--- config.mk ---
export PLATFORM = sky130hd
export DESIGN_NAME = decode_issue_ctrl
export DESIGN_NICKNAME = d
export VERILOG_FILES = /design/src/rtl/core_pkg.sv /design/src/rtl/decode_issue_ctrl_reg_scoreboard.sv /design/src/rtl/decode_issue_ctrl.sv
export SDC_FILE = /design/constraint.sdc
export NUM_CORES = 1
export LEC_CHECK = 0
export CAP_MARGIN = 10
export CORE_AREA = 5 5 72 124
export CTS_BUF_LIST = sky130_fd_sc_hd__clkbuf_16
export CTS_CLUSTER_DIAMETER = 150
export DETAILED_ROUTE_END_ITERATION = 7
export DIE_AREA = 0 0 77 129
export GPL_TIMING_DRIVEN = 1
export PLACE_DENSITY = 0.85
export SETUP_SLACK_MARGIN = 0.02
export SYNTH_ARGS = -nofsm -noshare
export SYNTH_HDL_FRONTEND = slang
export SYNTH_SLANG_ARGS = --single-unit
--- constraint.sdc ---
create_clock -name clk -period 7 [get_ports clk]
set_input_delay 1.05 -clock clk [delete_from_list [all_inputs] [get_ports clk]]
set_output_delay 1.05 -clock clk [all_outputs]
set_load 0.1 [all_outputs]
--- src/rtl/core_pkg.sv ---
// Shared decode-stage definitions: opcode encodings, issue FSM states, register index width.
package core_pkg;

  localparam int REG_W = 5;

  localparam logic [6:0] OP_ALU    = 7'h33;
  localparam logic [6:0] OP_ALUIMM = 7'h13;
  localparam logic [6:0] OP_LOAD   = 7'h03;
  localparam logic [6:0] OP_STORE  = 7'h23;
  localparam logic [6:0] OP_JB     = 7'h63;

  typedef enum logic [1:0] {
    ST_EMPTY = 2'd0,
    ST_HELD  = 2'd1,
    ST_TRAP  = 2'd2
  } issue_state_t;

endpackage

--- src/rtl/decode_issue_ctrl_reg_scoreboard.sv ---
// Pending-write scoreboard: busy bit per register plus outstanding-writer count.
// Optional macro WB_BYPASS_EN lets a same-cycle writeback release busy/count for the hazard lookup.
module reg_scoreboard
  import core_pkg::*;
#(
  parameter int MAX_OUTSTANDING = 4
) (
  input  logic             clk,
  input  logic             rst,
  input  logic             set_en,
  input  logic [REG_W-1:0] set_rd,
  input  logic             clr_en,
  input  logic [REG_W-1:0] clr_rd,
  input  logic [REG_W-1:0] rs1,
  input  logic [REG_W-1:0] rs2,
  input  logic [REG_W-1:0] rd,
  output logic             rs1_busy,
  output logic             rs2_busy,
  output logic             rd_busy,
  output logic             full
);

  localparam int CNT_W = $clog2(MAX_OUTSTANDING + 1);
  localparam logic [CNT_W-1:0] CNT_MAX = CNT_W'(MAX_OUTSTANDING);

  logic [31:0]      busy_q, busy_d, busy_vis;
  logic [CNT_W-1:0] cnt_q, cnt_d, cnt_vis;
  logic             set_ok, clr_ok;

  assign set_ok = set_en && (set_rd != '0);
  assign clr_ok = clr_en && (clr_rd != '0);

  // Clear before set so a same-register set in the same cycle wins.
  always_comb begin
    busy_d = busy_q;
    if (clr_ok) busy_d[clr_rd] = 1'b0;
    if (set_ok) busy_d[set_rd] = 1'b1;
    cnt_d = cnt_q;
    if (set_ok && !clr_ok)      cnt_d = cnt_q + 1'b1;
    else if (clr_ok && !set_ok) cnt_d = cnt_q - 1'b1;
  end

`ifdef WB_BYPASS_EN
  always_comb begin
    busy_vis = busy_q;
    if (clr_ok) busy_vis[clr_rd] = 1'b0;
    cnt_vis = clr_ok ? (cnt_q - 1'b1) : cnt_q;
  end
`else
  always_comb begin
    busy_vis = busy_q;
    cnt_vis  = cnt_q;
  end
`endif

  assign rs1_busy = busy_vis[rs1];
  assign rs2_busy = busy_vis[rs2];
  assign rd_busy  = busy_vis[rd];
  assign full     = (cnt_vis == CNT_MAX);

  always_ff @(posedge clk) begin
    if (rst) begin
      busy_q <= '0;
      cnt_q  <= '0;
    end else begin
      busy_q <= busy_d;
      cnt_q  <= cnt_d;
    end
  end

endmodule

--- src/rtl/decode_issue_ctrl.sv ---
// Decode-stage sequencer: holds one instruction, stalls on RAW/WAW via the scoreboard, issues with valid/ready.
// Build option WB_BYPASS_EN (see reg_scoreboard) shortens a writeback dependence by one cycle.
module decode_issue_ctrl
  import core_pkg::*;
#(
  parameter int MAX_OUTSTANDING = 4,
  parameter int XLEN            = 32
) (
  input  logic             clk,
  input  logic             rst,
  input  logic             if_valid,
  input  logic [XLEN-1:0]  if_inst,
  output logic             if_ready,
  output logic [XLEN-1:0]  dec_inst,
  input  logic [REG_W-1:0] dec_rs1,
  input  logic [REG_W-1:0] dec_rs2,
  input  logic [REG_W-1:0] dec_rd,
  input  logic             dec_use_rs1,
  input  logic             dec_use_rs2,
  input  logic             dec_wr_rd,
  input  logic             dec_illegal,
  output logic             ex_valid,
  input  logic             ex_ready,
  input  logic             wb_valid,
  input  logic [REG_W-1:0] wb_rd,
  input  logic             flush,
  output logic             illegal_trap
);

  issue_state_t    state_q;
  logic [XLEN-1:0] inst_q;
  logic            rs1_busy, rs2_busy, rd_busy, full;
  logic            haz, fire;

  reg_scoreboard #(
    .MAX_OUTSTANDING(MAX_OUTSTANDING)
  ) u_sb (
    .clk      (clk),
    .rst      (rst),
    .set_en   (fire && dec_wr_rd),
    .set_rd   (dec_rd),
    .clr_en   (wb_valid),
    .clr_rd   (wb_rd),
    .rs1      (dec_rs1),
    .rs2      (dec_rs2),
    .rd       (dec_rd),
    .rs1_busy (rs1_busy),
    .rs2_busy (rs2_busy),
    .rd_busy  (rd_busy),
    .full     (full)
  );

  always_comb begin
    haz = (dec_use_rs1 && (dec_rs1 != '0) && rs1_busy) ||
          (dec_use_rs2 && (dec_rs2 != '0) && rs2_busy) ||
          (dec_wr_rd   && (dec_rd  != '0) && (rd_busy || full));
  end

  // Flush and reset suppress every handshake in the cycle they are asserted.
  assign ex_valid     = !rst && !flush && (state_q == ST_HELD) && !dec_illegal && !haz;
  assign fire         = ex_valid && ex_ready;
  assign if_ready     = !rst && !flush && ((state_q == ST_EMPTY) || fire);
  assign illegal_trap = !rst && !flush && (state_q == ST_TRAP);
  assign dec_inst     = inst_q;

  always_ff @(posedge clk) begin
    if (rst) begin
      state_q <= ST_EMPTY;
      inst_q  <= '0;
    end else if (flush) begin
      state_q <= ST_EMPTY;
    end else begin
      case (state_q)
        ST_EMPTY: begin
          if (if_valid) begin
            inst_q  <= if_inst;
            state_q <= ST_HELD;
          end
        end
        ST_HELD: begin
          if (dec_illegal) begin
            state_q <= ST_TRAP;
          end else if (fire) begin
            if (if_valid) inst_q  <= if_inst;
            else          state_q <= ST_EMPTY;
          end
        end
        ST_TRAP: state_q <= ST_EMPTY;
        default: state_q <= ST_EMPTY;
      endcase
    end
  end

endmodule

; Yosys cells after proc, flatten, opt, wreduce, memory -nomap -nowiden
; Index checks and enable logic that the tools add are counted.
[totals]
register_bits = 69
output_inout_bits = 35
wordCells = 87
[classes]
addsub = 2
order_cmp = 6
n_eq_ne = 8
mux = 23
bitwise_logic = 4
n_reduce_logical = 40
[ops]
columns = op, count
row1 = $mux W32, 5
row2 = $pmux W32 S2, 1
row3 = $and A32 B32 Y32, 1
row4 = $not A32 Y32, 1
row5 = $or A32 B32 Y32, 1
row6 = $lt A5 B6 Y1 const B, 4
row7 = $logic_and A1 B1 Y1, 20
row8 = $reduce_bool A5 Y1, 4
row9 = $bmux W1 S5, 3
row10 = $demux W1 S5, 2
row11 = $ge A5 B1 Y1 const B, 2
row12 = $mux W2, 4
row13 = $logic_not A1 Y1, 6
row14 = $mux W3, 2
row15 = $ne A2 B2 Y1 const B, 3
row16 = $ne A3 B3 Y1 const B, 2
row17 = $mux W1, 5
row18 = $logic_or A1 B1 Y1, 4
row19 = $pmux W2 S2, 1
row20 = $reduce_and A4 Y1, 1
row21 = $reduce_bool A2 Y1, 2
row22 = $add A3 B1 Y3 const B, 1
row23 = $eq A3 B3 Y1 const B, 1
row24 = $reduce_and A3 Y1, 1
row25 = other kinds (6), 6

; Logic depth before layout (Yosys ltp)
[logic_depth]
depth_word = 14
mapped_depth = 16
ltp_nobuf = 13

; Modules after synthesis
; A second synthesis with hierarchy kept.
[hier_totals]
hier_cells = 479
area_unflattened_um2 = 4088.9
[modules_own_cells]
columns = mod, instances, cells_each, area_each_um2
row1 = reg_scoreboard, 1, 315, 2448.6
row2 = decode_issue_ctrl, 1, 164, 1640.3

; Least setup slack after synthesis
; No wires, ideal clock.
[synth_path]
kind = in2out
startpoint = in dec_rs1[2]
endpoint = out if_ready
t_arrival_ns = 5.058
t_required_ns = 5.950
slack_ns = 0.892
stages = 8
n_path_buf = 1
path_cell_list = clkbuf_1 -> mux4_2 -> mux2_2 -> a211oi_1 -> o211ai_1 -> a211oi_2 -> nand2_1 -> o21ai_0
[synth_via]
elab_chain_cells = 10
word_cells_on_any_way = 12
classes_between = 2 x mux / 10 x reduce/logical
[synth_lines]
columns = item, line
row1 = start: declaration, decode_issue_ctrl.sv:15  ; input logic [REG_W-1:0] dec_rs1,
row2 = $bmux W1 S5 or $reduce_bool A5 Y1 (tied branches), "decode_issue_ctrl_reg_scoreboard.sv:56, decode_issue_ctrl.sv:54"
row3 = $mux W1 (not written as such) or $logic_and A1 B1 Y1 (tied branches), "decode_issue_ctrl_reg_scoreboard.sv:56, decode_issue_ctrl.sv:54"
row4 = $logic_and A1 B1 Y1 (*), decode_issue_ctrl.sv:54  ; haz = (dec_use_rs1 && (dec_rs1 != '0) && rs1_busy) ||
row5 = $logic_or A1 B1 Y1 (*), decode_issue_ctrl.sv:54
row6 = $logic_or A1 B1 Y1 (*), decode_issue_ctrl.sv:55  ; (dec_use_rs2 && (dec_rs2 != '0) && rs2_busy) ||
row7 = $logic_not A1 Y1 (*), decode_issue_ctrl.sv:60  ; assign ex_valid = !rst && !flush && (state_q == ST_HELD) && !dec_illegal && !haz;
row8 = $logic_and A1 B1 Y1 (*), decode_issue_ctrl.sv:60
row9 = named net ex_valid, decode_issue_ctrl.sv:22  ; output logic ex_valid,
row10 = $logic_and A1 B1 Y1 (*), decode_issue_ctrl.sv:61  ; assign fire = ex_valid && ex_ready;
row11 = $logic_or A1 B1 Y1 (*), decode_issue_ctrl.sv:62  ; assign if_ready = !rst && !flush && ((state_q == ST_EMPTY) || fire);
row12 = $logic_and A1 B1 Y1 (*), decode_issue_ctrl.sv:62
row13 = end: declaration, decode_issue_ctrl.sv:13  ; output logic if_ready,
; The timed path passes the listed nets; every way through them passes the cells marked *. The select of a mux whose other input is x is not followed.

; Worst setup path after layout
[layout_path]
startpoint = in dec_rs2[0]
endpoint = out ex_valid
[layout_via]
elab_chain_cells = 7
word_cells_on_any_way = 9
classes_between = 2 x mux / 7 x reduce/logical
[layout_lines]
columns = item, line
row1 = start: declaration, decode_issue_ctrl.sv:16  ; input logic [REG_W-1:0] dec_rs2,
row2 = $bmux W1 S5 or $reduce_bool A5 Y1 (tied branches), "decode_issue_ctrl_reg_scoreboard.sv:57, decode_issue_ctrl.sv:55"
row3 = $mux W1 (not written as such) or $logic_and A1 B1 Y1 (tied branches), "decode_issue_ctrl_reg_scoreboard.sv:57, decode_issue_ctrl.sv:55"
row4 = $logic_and A1 B1 Y1 (*), decode_issue_ctrl.sv:55
row5 = $logic_or A1 B1 Y1 (*), decode_issue_ctrl.sv:54
row6 = $logic_or A1 B1 Y1 (*), decode_issue_ctrl.sv:55
row7 = $logic_not A1 Y1 (*), decode_issue_ctrl.sv:60
row8 = $logic_and A1 B1 Y1 (*), decode_issue_ctrl.sv:60
row9 = end: declaration, decode_issue_ctrl.sv:22
; Mark *: on every way between the ends. The rest lies on a longest branch, timed or not. The select of a mux whose other input is x is not followed.

==> metrics.yaml <==
outcome:
  status: "finished, final reports clean"
floorplanning:
  ios: 97
  initial_core_util_pct: 53.7
  die_width_um: 77
  coreArea_mm2: 0.00780
  die_area_mm2: 0.00993
  die_h_um: 129
  row_count: 43
detailed_routing:
  ant_nets: 0
  wl_met3_um: 899
  wl_per_cell_um: 19.1
  highest_layer: "met4"
  wl_met2_um: 6140
  detail_route.iter0.violations: 329
  vias_per_cell: 6.19
  via_count: 3755
  first_pass_iters: 6
  drc: 0
  wl_um: 11600
  wl_met1_um: 4000
cts:
  cts_root_buf: "clkbuf_16"
  ctsHtreeMaxLevel: 3
  hold_buffers: 0
  cts.sinks: 69
  clk_pin_slew_ns: 0.06
  postCtsSetupBuffers: 0
  cts_tree: "built"
  cts_buffer_depth: 2
  ctsResizeCount: 0
  worstSkewPairLatency_ns: 0.33
  cts_buffers: 9
worst_setup_path:
  rr_startpoint: "state_q[1]$_SDFFE_PN0P_"
  setup.worst_path.end: "ex_valid"
  crit_buf_inv: 2
  reg2regPathDepth: 14
  crit_slowest_cell: "clkdlybuf4s50_1"
  crit_required_ns: 5.95
  path_depth: 7
  cp_cell_sequence: "clkdlybuf4s50_1, mux4_1, mux2_4, a221oi_2, a211oi_1, a211oi_2, clkdlybuf4s50_1"
  path_delay_family: "buffers and inverters"
  crit_fanout: 11
  rrSetupSlack_ns: 3.25
  arrival_ns: 4.72
  crit_top_cell: "clkdlybuf4s50_1"
  worst_setup_path_end_kind: "primary output"
  crit_start: "dec_rs2[0]"
  cp-start-kind: "input pin"
  max_stage_delay_ns: 1.22
  reg2reg_to: "u_sb.cnt_q[2]$_SDFFE_PP0P_"
  critical_path_class: "in -> out"
synth:
  syn_avg_cell_area_um2: 9.61
  synth_area_mm2: 0.00419
  synth_edf_count: 0
  syn_inst: 436
  synth_flop_cell: "dfxtp_1"
  synth.distinct_cells: 50
  ys_seq_area_share_pct: 33.0
  async_flop_share_pct: 0
  yosysTopAreaCell: "dfxtp_1"
  ys_top_cells_by_area: "dfxtp_1 33%, mux2i_1 11%, nand2b_1 10%"
  yosysWarnings: 0
  ys_ff_latch: 69
  synth_nets: 500
  synth_top_area_share_pct: 33.0
timing:
  tns_ns: 0
  period_needed_ns: 5.77
  setup-violations-final: 0
  final_max_slew_viol_count: 0
  fin_skew_ns: 0.00601
  fmax_mhz: 173
  tightestPinTransition_ns: 1.01
  slew_headroom_pct: 32.4
  grt_setup_unrepaired: "no"
  finalHoldViolCount: 0
  min_period_over_period_pct: 82.4
power:
  power_switching_uw: 305
  power_leakage_uw: 0.00190
  irDropWorstVdd_v: 0.000158
  powerDensity_mw_per_mm2: 197
  switching_share_pct: 28.7
  internal-power_uw: 758
  pwr-share-comb_pct: 20.7
  clockPowerShare_pct: 40.4
  p_seq_share_pct: 38.8
finish:
  diodes: 0
  drive_gt1_share_pct: 8.12
  regArea_mm2: 0.00138
  nets: 576
  multi_input_area_mm2: 0.00261
  final_util_pct: 69.1
  area_growth_pct: 28.6
  n_fill_cell: 600
flow_run:
  maxCapViolCount: 0
min_path:
  hold_class: "reg -> reg"
  hold_start: "dec_inst[10]$_SDFFE_PP0P_"
global_route:
  grt_start_max_net_pins: 105
  antenna_found_initial: 0
  grt_pass1_vias: 3867
  grt_overflow: 0
  grt_pass1_wl_um: 19100
  grt_use_total_pct: 24.0
placed_design:
  place_congestion: 0.928
  hpwl_um: 8730
  portBuffers: 96
## Yosys cell counts, drive strengths merged (3+ instances only)
cell type,instances
clkbuf,26
nand2b,68
inv,6
o31ai,32
mux2,3
a211oi,4
nand3,12
dfxtp,69
nor4b,3
or3,6
nand2,22
nor2,10
nor2b,18
a21oi,4
o21ai,15
or3b,6
nor3,5
mux4,17
buf,8
nand3b,24
mux2i,48
o22ai,3
## worst min-delay path by stage
stage	endpoint	slack [ns]	depth (start not counted)
6_report	dec_inst[10]$_SDFFE_PP0P_	0.47	2
4_1_cts	dec_inst[10]$_SDFFE_PP0P_	0.48	2
2_1_floorplan	u_sb.busy_q[0]$_SDFF_PP0_	0.45	1
5_1_grt	dec_inst[24]$_SDFFE_PP0P_	0.49	2
3_5_place_dp	dec_inst[11]$_SDFFE_PP0P_	0.47	2
3_3_place_gp	dec_inst[17]$_SDFFE_PP0P_	0.46	2
## stage by stage
| stage | instance area (µm²) | instances | total power, µW | setup slack (ns) | hold WS [ns] |
|---|---|---|---|---|---|
| 6_report | 5390 | 607 | 1060 | 1.23 | 0.472 |
| 5_1_grt | 5390 | 607 | 1100 | 1.09 | 0.485 |
| 4_1_cts | 5390 | 607 | 1070 | 1.23 | 0.475 |
| 3_5_place_dp | 5110 | 591 | 642 | 1.24 | 0.465 |
| 3_3_place_gp | 5110 | 591 | 638 | 1.29 | 0.457 |
| 2_1_floorplan | 4190 | 436 | 571 | 0.892 | 0.455 |
## worst min-delay path, stage by stage (launching register included)
cell	delay (ns)
dfxtp_1	0.31
nand2b_1	0.06
mux2i_1	0.05
## flip-flops by register name, indices dropped and copies added, names as in the netlist
name,cells
state_q,2
u_sb.busy_q,32
u_sb.cnt_q,3
dec_inst,32
## cell usage in the layout (no fill, tap or decap), types with 4 or more instances in the layout
| cell type | count |
|---|---|
| clkdlybuf4s50_1 | 94 |
| dfxtp_1 | 69 |
| nand2b_1 | 68 |
| mux2i_1 | 48 |
| o31ai_1 | 32 |
| nand3b_1 | 24 |
| nand2_1 | 22 |
| nor2b_1 | 18 |
| o21ai_0 | 15 |
| nand3_1 | 12 |
| mux4_2 | 12 |
| nor2_1 | 10 |
| clkbuf_16 | 9 |
| inv_1 | 8 |
| or3_1 | 6 |
| nor3_1 | 5 |
| or3b_2 | 5 |
| mux4_1 | 5 |
| a21oi_1 | 4 |
| buf_4 | 4 |
## power groups by stage
stage               clock network, µW  registers, µW  logic, µW
finish                            430            413        221
global route                      453            414        234
CTS                               438            413        221
detailed placement                  0            421        220
global placement                    0            421        217
floorplan                           0            490       81.1
## final cells by class
cell class	instances	area share, %
clock buffers	9	4.18
clock inverters	7	1.09
inverters	6	0.418
multi-input cells	327	48.5
flip-flops and latches	69	25.6
well taps	90	2.09
repair buffers	99	18.1
## per-layer routing
| layer | up-vias | global-route usage, % |
|---|---|---|
| met5 | - | 0 |
| met4 | 0 | 14.9 |
| met3 | 46 | 6.93 |
| met2 | 200 | 42.9 |
| met1 | 1757 | 24.2 |
| li1 | 1752 | - |
## kinds of logic after synthesis
logic type / count (synthesis) / synth area share (%)
AND/OR/NAND/NOR: 182 / 26.4
AO/OA/AOI/OAI: 73 / 12.9
flip-flops: 69 / 33.0
multiplexers: 68 / 21.9
buffers and inverters: 40 / 4.66
XOR/XNOR: 2 / 0.418
adder cells (fa/ha/maj): 2 / 0.776
(Power assumes the default switching activity.)
